## src/rtl/poly_tone_gen.sv

```systemverilog
// Polyphonic square-wave tone generator with a 1-bit first-order sigma-delta mix.
// Define POLY_TONE_RETRIGGER_EN to let a load restart a voice that is still busy.
module poly_tone_gen #(
  parameter int unsigned CLK_HZ  = 100_000_000,
  parameter int unsigned VOICES  = 2,
  parameter int unsigned DUR_W   = 8,
  parameter int unsigned TICK_HZ = 64,
  localparam int unsigned VW     = (VOICES > 1) ? $clog2(VOICES) : 1
) (
  input  logic              clk,
  input  logic              RESET,
  input  logic              pause,
  input  logic              in_valid,
  output logic              in_ready,
  input  logic [VW-1:0]     in_voice,
  input  logic [6:0]        in_note,
  input  logic [DUR_W-1:0]  in_dur,
  output logic [VOICES-1:0] voice_busy,
  output logic [VOICES-1:0] voice_sq,
  output logic              audio_out,
  output logic              amp_en
);

  localparam int unsigned TICK_DIV = CLK_HZ / TICK_HZ;
  localparam int unsigned PW       = (TICK_DIV > 1) ? $clog2(TICK_DIV) : 1;
  localparam int unsigned HP_W     = $clog2(CLK_HZ / 220 + 1);
  localparam int unsigned EW       = $clog2(VOICES) + 1;
  localparam int unsigned AW       = EW + 1;
  localparam int unsigned SW       = $clog2(VOICES + 1);

  // Octave-0 half periods, semitones A..Ab at 110..208 Hz.
  localparam int unsigned HP0 [12] = '{
    CLK_HZ / 220, CLK_HZ / 234, CLK_HZ / 246, CLK_HZ / 262,
    CLK_HZ / 278, CLK_HZ / 294, CLK_HZ / 312, CLK_HZ / 330,
    CLK_HZ / 350, CLK_HZ / 370, CLK_HZ / 392, CLK_HZ / 416
  };

  typedef enum logic {StIdle, StPlay} vstate_e;

  vstate_e           state_q [VOICES];
  vstate_e           state_d [VOICES];
  logic [HP_W-1:0]   tone_q  [VOICES];
  logic [HP_W-1:0]   hp_q    [VOICES];
  logic [DUR_W-1:0]  dur_q   [VOICES];
  logic [VOICES-1:0] rest_q;
  logic [VOICES-1:0] sq_q;
  logic [VOICES-1:0] load;

  logic [PW-1:0]     presc_q;
  logic              tick;
  logic [EW-1:0]     e_q;
  logic              audio_q;
  logic              amp_q;

  logic [3:0]        oct;
  logic [3:0]        semi;
  logic              rest_note;
  logic [HP_W-1:0]   hp_new;
  logic              in_range;
  logic              busy_sel;
  logic              accept;
  logic [SW-1:0]     pop;
  logic [AW-1:0]     e_sum;

  // Note decode and half-period lookup for the incoming load.
  always_comb begin
    oct       = 4'(in_note / 7'd12);
    semi      = 4'(in_note % 7'd12);
    rest_note = (in_note == 7'd0) || (in_note >= 7'd72);
    hp_new    = HP_W'(HP0[semi] >> oct);
  end

  assign in_range = 32'(in_voice) < VOICES;
  assign busy_sel = in_range ? voice_busy[in_voice] : 1'b0;

`ifdef POLY_TONE_RETRIGGER_EN
  assign in_ready = ~pause;
`else
  assign in_ready = ~pause & ~busy_sel;
`endif

  // Loads aimed past the last voice are accepted and dropped.
  assign accept = in_valid & in_ready & in_range;

  always_comb begin
    load = '0;
    for (int v = 0; v < VOICES; v++) begin
      load[v] = accept && (in_voice == VW'(v));
    end
  end

  // Global prescaler; never restarted by loads.
  always_ff @(posedge clk or posedge RESET) begin
    if (RESET) begin
      presc_q <= '0;
    end else if (!pause) begin
      presc_q <= (presc_q == PW'(TICK_DIV - 1)) ? '0 : presc_q + PW'(1);
    end
  end

  assign tick = ~pause & (presc_q == PW'(TICK_DIV - 1));

  // Voice FSM: state register.
  always_ff @(posedge clk or posedge RESET) begin
    if (RESET) begin
      for (int v = 0; v < VOICES; v++) state_q[v] <= StIdle;
    end else begin
      for (int v = 0; v < VOICES; v++) state_q[v] <= state_d[v];
    end
  end

  // Voice FSM: next state. A reload on the expiry cycle keeps the voice playing.
  always_comb begin
    for (int v = 0; v < VOICES; v++) begin
      state_d[v] = state_q[v];
      if (load[v]) begin
        state_d[v] = StPlay;
      end else if (state_q[v] == StPlay && tick && dur_q[v] == DUR_W'(1)) begin
        state_d[v] = StIdle;
      end
    end
  end

  // Voice FSM: outputs.
  always_comb begin
    voice_busy = '0;
    for (int v = 0; v < VOICES; v++) begin
      voice_busy[v] = (state_q[v] == StPlay);
    end
  end

  // Per-voice tone and duration counters.
  always_ff @(posedge clk or posedge RESET) begin
    if (RESET) begin
      sq_q   <= '0;
      rest_q <= '0;
      for (int v = 0; v < VOICES; v++) begin
        tone_q[v] <= '0;
        hp_q[v]   <= '0;
        dur_q[v]  <= '0;
      end
    end else begin
      for (int v = 0; v < VOICES; v++) begin
        if (load[v]) begin
          tone_q[v] <= hp_new - HP_W'(1);
          hp_q[v]   <= hp_new;
          dur_q[v]  <= in_dur;
          rest_q[v] <= rest_note;
          sq_q[v]   <= 1'b0;
        end else if (state_d[v] == StIdle) begin
          sq_q[v] <= 1'b0;
        end else if (!pause) begin
          if (tone_q[v] == '0) begin
            tone_q[v] <= hp_q[v] - HP_W'(1);
            if (!rest_q[v]) sq_q[v] <= ~sq_q[v];
          end else begin
            tone_q[v] <= tone_q[v] - HP_W'(1);
          end
          if (tick && dur_q[v] != '0) dur_q[v] <= dur_q[v] - DUR_W'(1);
        end
      end
    end
  end

  assign voice_sq = sq_q;

  always_comb begin
    pop = '0;
    for (int v = 0; v < VOICES; v++) begin
      pop = pop + SW'(sq_q[v]);
    end
    e_sum = AW'(e_q) + AW'(pop);
  end

  // First-order sigma-delta: emit 1 whenever the accumulator reaches full scale.
  always_ff @(posedge clk or posedge RESET) begin
    if (RESET) begin
      e_q     <= '0;
      audio_q <= 1'b0;
    end else if (pause) begin
      audio_q <= 1'b0;
    end else if (e_sum >= AW'(VOICES)) begin
      audio_q <= 1'b1;
      e_q     <= EW'(e_sum - AW'(VOICES));
    end else begin
      audio_q <= 1'b0;
      e_q     <= EW'(e_sum);
    end
  end

  always_ff @(posedge clk or posedge RESET) begin
    if (RESET) begin
      amp_q <= 1'b0;
    end else begin
      amp_q <= ~pause;
    end
  end

  assign audio_out = audio_q;
  assign amp_en    = amp_q;

endmodule
```

## config.mk

```make
export PLATFORM = sky130hd
export DESIGN_NAME = poly_tone_gen
export DESIGN_NICKNAME = d
export VERILOG_FILES = /design/src/rtl/poly_tone_gen.sv
export SDC_FILE = /design/constraint.sdc
export NUM_CORES = 1
export LEC_CHECK = 0
export CAP_MARGIN = 15
export CORE_MARGIN = 2
export CORE_UTILIZATION = 43
export DETAILED_ROUTE_END_ITERATION = 16
export DONT_BUFFER_PORTS = 1
export GPL_TIMING_DRIVEN = 0
export RECOVER_POWER = 50
export SYNTH_ARGS = -nofsm -noshare
export SYNTH_HDL_FRONTEND = slang
export SYNTH_SLANG_ARGS = --single-unit
```

## constraint.sdc

```tcl
create_clock -name clk -period 5.7 [get_ports clk]
set_clock_uncertainty 0.15 [all_clocks]
set_input_delay 0.57 -clock clk [delete_from_list [all_inputs] [get_ports clk]]
set_output_delay 0.57 -clock clk [all_outputs]
set_load 0.01 [all_outputs]
```

* Word level (Yosys, flattened, before mapping)
Memory sizes are Yosys's and may differ from the RTL's. Index checks and enable logic that the tools add are counted.
Word-level totals: register bits 123, ROM bits 512, input bits 20, output and inout port bits 7, logic and storage cells 117, memories 1
Cells by class: add/subtract/negate cells 11, div/mod/pow operators 2, magnitude comparators 4, eq/ne operators 11, shifts and indexed selects 1, mux-type cells 38, bitwise gates (word level) 9, reduce and logical (&&, ||, !) cells 24
Memories:
- (name not given) | words 16, bits a word 32, read ports 1, clocked after Yosys merged registers in 0, wr ports 0, line 70 | hp_new = HP_W'(HP0[semi] >> oct);
Operators with widths (count):
- $mux W19 | 8
- $sub A19 B1 Y19 const B | 5
- $mux W32 | 2
- $mux W8 | 8
- $logic_not A19 Y1 | 2
- $shr A32 B4 Y19 | 1
- $add A21 B1 Y21 const B | 1
- $eq A21 B21 Y1 const B | 1
- $mux W21 | 1
- $mux W1 | 18
- $eq A8 B1 Y1 const B | 2
- $reduce_bool A8 Y1 | 2
- $sub A8 B1 Y8 const B | 2
- $ne A3 B2 Y1 const B | 4
- $reduce_and A3 Y1 | 4
- $logic_and A1 B1 Y1 | 8
- $reduce_bool A2 Y1 | 4
- $div A7 B4 Y7 const B | 1
- $ge A7 B7 Y1 const B | 1
- $logic_not A7 Y1 | 1
- $mod A7 B4 Y7 const B | 1
- $ne A3 B1 Y1 const B | 2
- $ge A5 B5 Y1 const B | 1
- $not A1 Y1 | 5
- 11 further kinds | 15

* Longest topological paths before layout
word-level depth 9, mapped depth 19, gate-level depth less buffers 15

* Worst setup path after synthesis
No wires, ideal clock.
kind input-to-reg, start in in_note[6], end reg tone_q[27] (netlist name), setup time 0.137 ns, arrival 3.575 ns, required time 5.413 ns, setup slack 1.838 ns, stages 16, path buffers 3, path through buf_2 -> buf_6 -> buf_2 -> or3b_2 -> a21oi_1 -> nor4_1 -> a2111oi_1 -> a211oi_1 -> a211oi_1 -> o21bai_1 -> or2_2 -> ha_1 -> nand4_2 -> nor3b_2 -> xor2_1 -> a21oi_1
On the way: cells in the longest elaborated chain, start to end 8, elaborated cells on any way between the ends 9, those cells by class add/sub (1); div (2); shift (1); mux (3); bitwise (1); memory (1)
RTL lines:
- start: declaration | line 16 | input logic [6:0] in_note,
- $mod A7 B4 Y7 | line 68 | semi = 4'(in_note % 7'd12);
- $not A4 Y5 (not written as such) | line 70
- $mem_v2 Z16 W32
- $mux W32 (not written as such) (2 in a row) | line 70
- $shr A32 B4 Y19 * | line 70
- $sub A19 B1 Y19 * | line 145 | tone_q[v] <= hp_new - HP_W'(1);
- $mux W19 * | line 144 | if (load[v]) begin
- end signal: indexed assignment | line 145
- end signal: indexed assignment | line 154 | tone_q[v] <= hp_q[v] - HP_W'(1);
- end signal: indexed assignment | line 157 | tone_q[v] <= tone_q[v] - HP_W'(1);
- end: declaration | line 42 | logic [HP_W-1:0] tone_q [VOICES];
Every way passes the cells marked *; elsewhere a longest branch is shown, timed or not. The select of a mux whose other input is x is not followed. A chain may end at the register's enable or synchronous reset.

* Worst setup path in the final report
start in in_note[0], end reg tone_q[11] (netlist name)
The elaborated chain is that of the path after synthesis.

==> results_dict.tcl <==
set metrics [dict create \
    status "finished with violations" \
    violations "capacitance limit, slew limit" \
    start_util_pct 43.7 \
    synth_ff_type "dfrtp_1" \
    fin_crit_ns 5.03 \
    die_w_um 158 \
    row_count 56 \
    antennaDiodeCount 0 \
    worst_pin_slew_ns 2.48 \
    finalSetupViolCount 0 \
    rsz0062_at_grt "false" \
    drive_above_1_share_pct 9.12 \
    ys_top_cells_by_area "dfrtp_1, o21ai_0, nand2_1" \
    grt_pass1_wl_mm 57.3 \
    clk_pin_slew_worst_paths_ns 0.06 \
    dieHeight_um 158 \
    first_pass_iters 8 \
    slew_viol_final 126 \
    yosysTopAreaCell "dfrtp_1" \
    detail-route-antenna-nets 0 \
    gp_congestion 1.07 \
    coreArea_um2 23500 \
    max_freq_mhz 199 \
    crit_fanout 10 \
    grt_use_total_pct 29.6 \
    post-route-drc-count 0 \
    ys_warn_count 0 \
    synthArstFlopShare_pct 100 \
    arrival_ns 5.15 \
    power_density_nw_per_um2 357 \
    cts_root_buf "clkbuf_16" \
    fin_crit_sh_pct 88.2 \
    hold_path.class "input port to flop" \
    worstSetupStartpointType "input port" \
    clk_latency_ns 0.42 \
    path_class "input port to flop" \
    area_delta_synth_final_pct 9.99 \
    via_per_inst 6.46 \
    die-area_um2 25100 \
    setup_tns_ns 0 \
    maxCapViolCount 2 \
    synth_top_area_share_pct 30.0 \
    cts_max_path_buffers 2 \
    crit_required_ns 5.83 \
    syn_nets 1349 \
    power_w 0.00403 \
    synth.distinct_cells 104 \
    dp_hpwl_mm 27.1 \
    first_iter_violations 1330 \
    drt_wl_total_mm 36.7 \
    pin_count 27 \
    htreeDepth 4 \
    grt_max_degree 70 \
    grt_pass1_vias 10200 \
    synth_edf_count 0 \
    synth_area_um2 10300 \
    syn_inst 1313 \
    finalHoldViolations 0 \
    synth-seq-cells 123 \
    p_leak_nw 4.47 \
    synth.avg_cell_area_um2 7.81 \
    nets 1371 \
    cts_tree "done" \
    numClockSinks 123 \
    relSlewSlack_pct -66.1 \
    seq_area_frac_synth_pct 30.0 \
    antenna_found_initial 0 \
    critPathCaptureType "flop" \
    detail_route.wl_per_cell_um 22.0 \
    grt_overflow_total 0 \
    numCtsBuffers 17 \
    portBuffers 0 \
    ctsResizeCount 0 \
    vias 10800 \
    irDropWorstVdd_mv 0.237 \
    hold_ws_ns 0.110 \
]
[sequential cells by signal (all words and copies together) (netlist names)]
register / count
rest_q: 2
voice_sq: 2
hp_q: 38
presc_q: 21
e_q: 2
amp_en: 1
audio_out: 1
dur_q: 16
tone_q: 38
voice_busy: 2
[layout make-up]
| cell class | count | area [um^2] |
|---|---|---|
| Buffer | 91 | 484 |
| Clock inverter | 13 | 143 |
| Clock buffer | 19 | 453 |
| Sequential cell | 123 | 3080 |
| Tap cell | 319 | 399 |
| Timing Repair Buffer | 3 | 22.5 |
| Fill cell | 2333 | 12200 |
| Multi-Input combinational cell | 1069 | 6590 |
| Inverter | 30 | 114 |
[synth_stat cells, types with 13 or more instances]
library cell	number
buf_2	18
o22ai_1	27
a211oi_1	25
o21ai_0	119
inv_1	28
xor2_1	31
nor2_1	124
nand2b_1	15
nand3_1	40
dfrtp_1	123
nor3_1	45
clkbuf_1	51
nand2_1	157
nor4_1	15
nor2b_1	13
a31oi_1	25
a21oi_1	106
xnor2_1	26
ha_1	15
nand4_1	17
a21o_1	14
or3_1	18
[final timing paths]
path                                           end  cells after the start  slack [ns]                    start
hold / removal                dur_q[8]$_DFFE_PP0P_                      2        0.11                in_dur[0]
setup / recovery            tone_q[11]$_DFFE_PP0P_                     14        0.67               in_note[0]
setup reg to reg            tone_q[31]$_DFFE_PP0P_                     14        0.81   tone_q[24]$_DFFE_PP0P_
max in group asynchronous     hp_q[14]$_DFFE_PP0P_                      3        1.69                    RESET
min in group asynchronous  presc_q[12]$_DFFE_PP0N_                      2        1.14                    RESET
hold reg to reg            presc_q[19]$_DFFE_PP0N_                      1        0.34  presc_q[19]$_DFFE_PP0N_
[through the flow]
step	area, um^2	cells	worst slack, ns	utilization, %
2_1_floorplan	10300	1313	1.71	-
3_3_place_gp	10700	1632	0.126	45.4
3_5_place_dp	10700	1634	0.456	45.6
4_1_cts	11300	1667	0.890	48.2
5_1_grt	11300	1667	0.476	48.1
6_report	11300	1667	0.675	48.1
[placed cells by master, fill, tap and decap left out, types with 8 or more instances in the layout]
master,synthesis,routed
a211oi_1,25,25
a21o_1,14,14
a21oi_1,106,106
a221oi_1,8,8
a22oi_1,8,8
a31oi_1,25,25
and2_1,9,9
buf_2,18,18
buf_6,12,12
clkbuf_1,51,52
clkbuf_16,0,17
dfrtp_1,123,123
ha_1,15,15
inv_1,28,27
mux2i_1,10,10
nand2_1,157,157
nand2b_1,15,15
nand3_1,40,40
nand4_1,17,17
nor2_1,124,124
nor2b_1,13,13
nor3_1,45,45
nor3b_1,10,10
nor4_1,15,14
o211ai_1,12,12
o21ai_0,119,119
o22ai_1,27,27
or3_1,18,18
xnor2_1,26,26
xor2_1,31,31
[routing by layer]
| layer | part of all wire (%) | vias to the layer above | track usage, % |
|---|---|---|---|
| met5 | 0 | - | 0 |
| met3 | 8.7 | 131 | 5.23 |
| li1 | - | 4912 | - |
| met4 | 4.8 | 0 | 14.2 |
| met2 | 46 | 578 | 48.2 |
| met1 | 41 | 5143 | 37.9 |
[kinds of logic (layout without fill, tap and decap cells)]
family / Yosys count / in the layout / share of synthesized area, %
buffers and inverters: 121 / 156 / 5.82
XOR/XNOR: 60 / 60 / 5.34
AO/OA/AOI/OAI: 452 / 452 / 29.3
adder cells (fa/ha/maj): 16 / 16 / 2.02
multiplexers: 12 / 12 / 1.19
flip-flops: 123 / 123 / 30.0
AND/OR/NAND/NOR: 529 / 529 / 26.3
[power by group]
group / switching, W / internal, W / total, W
clock: 0.000428 / 0.000667 / 0.00109
sequential: 0.000303 / 0.00115 / 0.00146
combinational: 0.000902 / 0.000577 / 0.00148
total: 0.00163 / 0.00240 / 0.00403
[what timing repair did]
| action | in CTS | in global routing |
|---|---|---|
| setup buffers | 0 | 0 |
| endpoints found under the setup margin | 0 | 0 |
| hold buffers | 1 | 0 |
| hold endpoints to repair | 54 | 0 |
[worst max-delay path, stage by stage]
cell,delay [ns]
inv_1,0.24
ha_1,0.29
clkbuf_1,0.40
inv_1,0.22
a311oi_1,0.37
o22ai_1,0.13
a2111o_1,0.44
a32oi_1,0.56
o22ai_1,0.18
nor3_2,0.66
nand3_2,0.25
nor3_4,0.28
nor3b_2,0.40
o311ai_1,0.16
No activity file was read; power rests on OpenSTA's default activity.
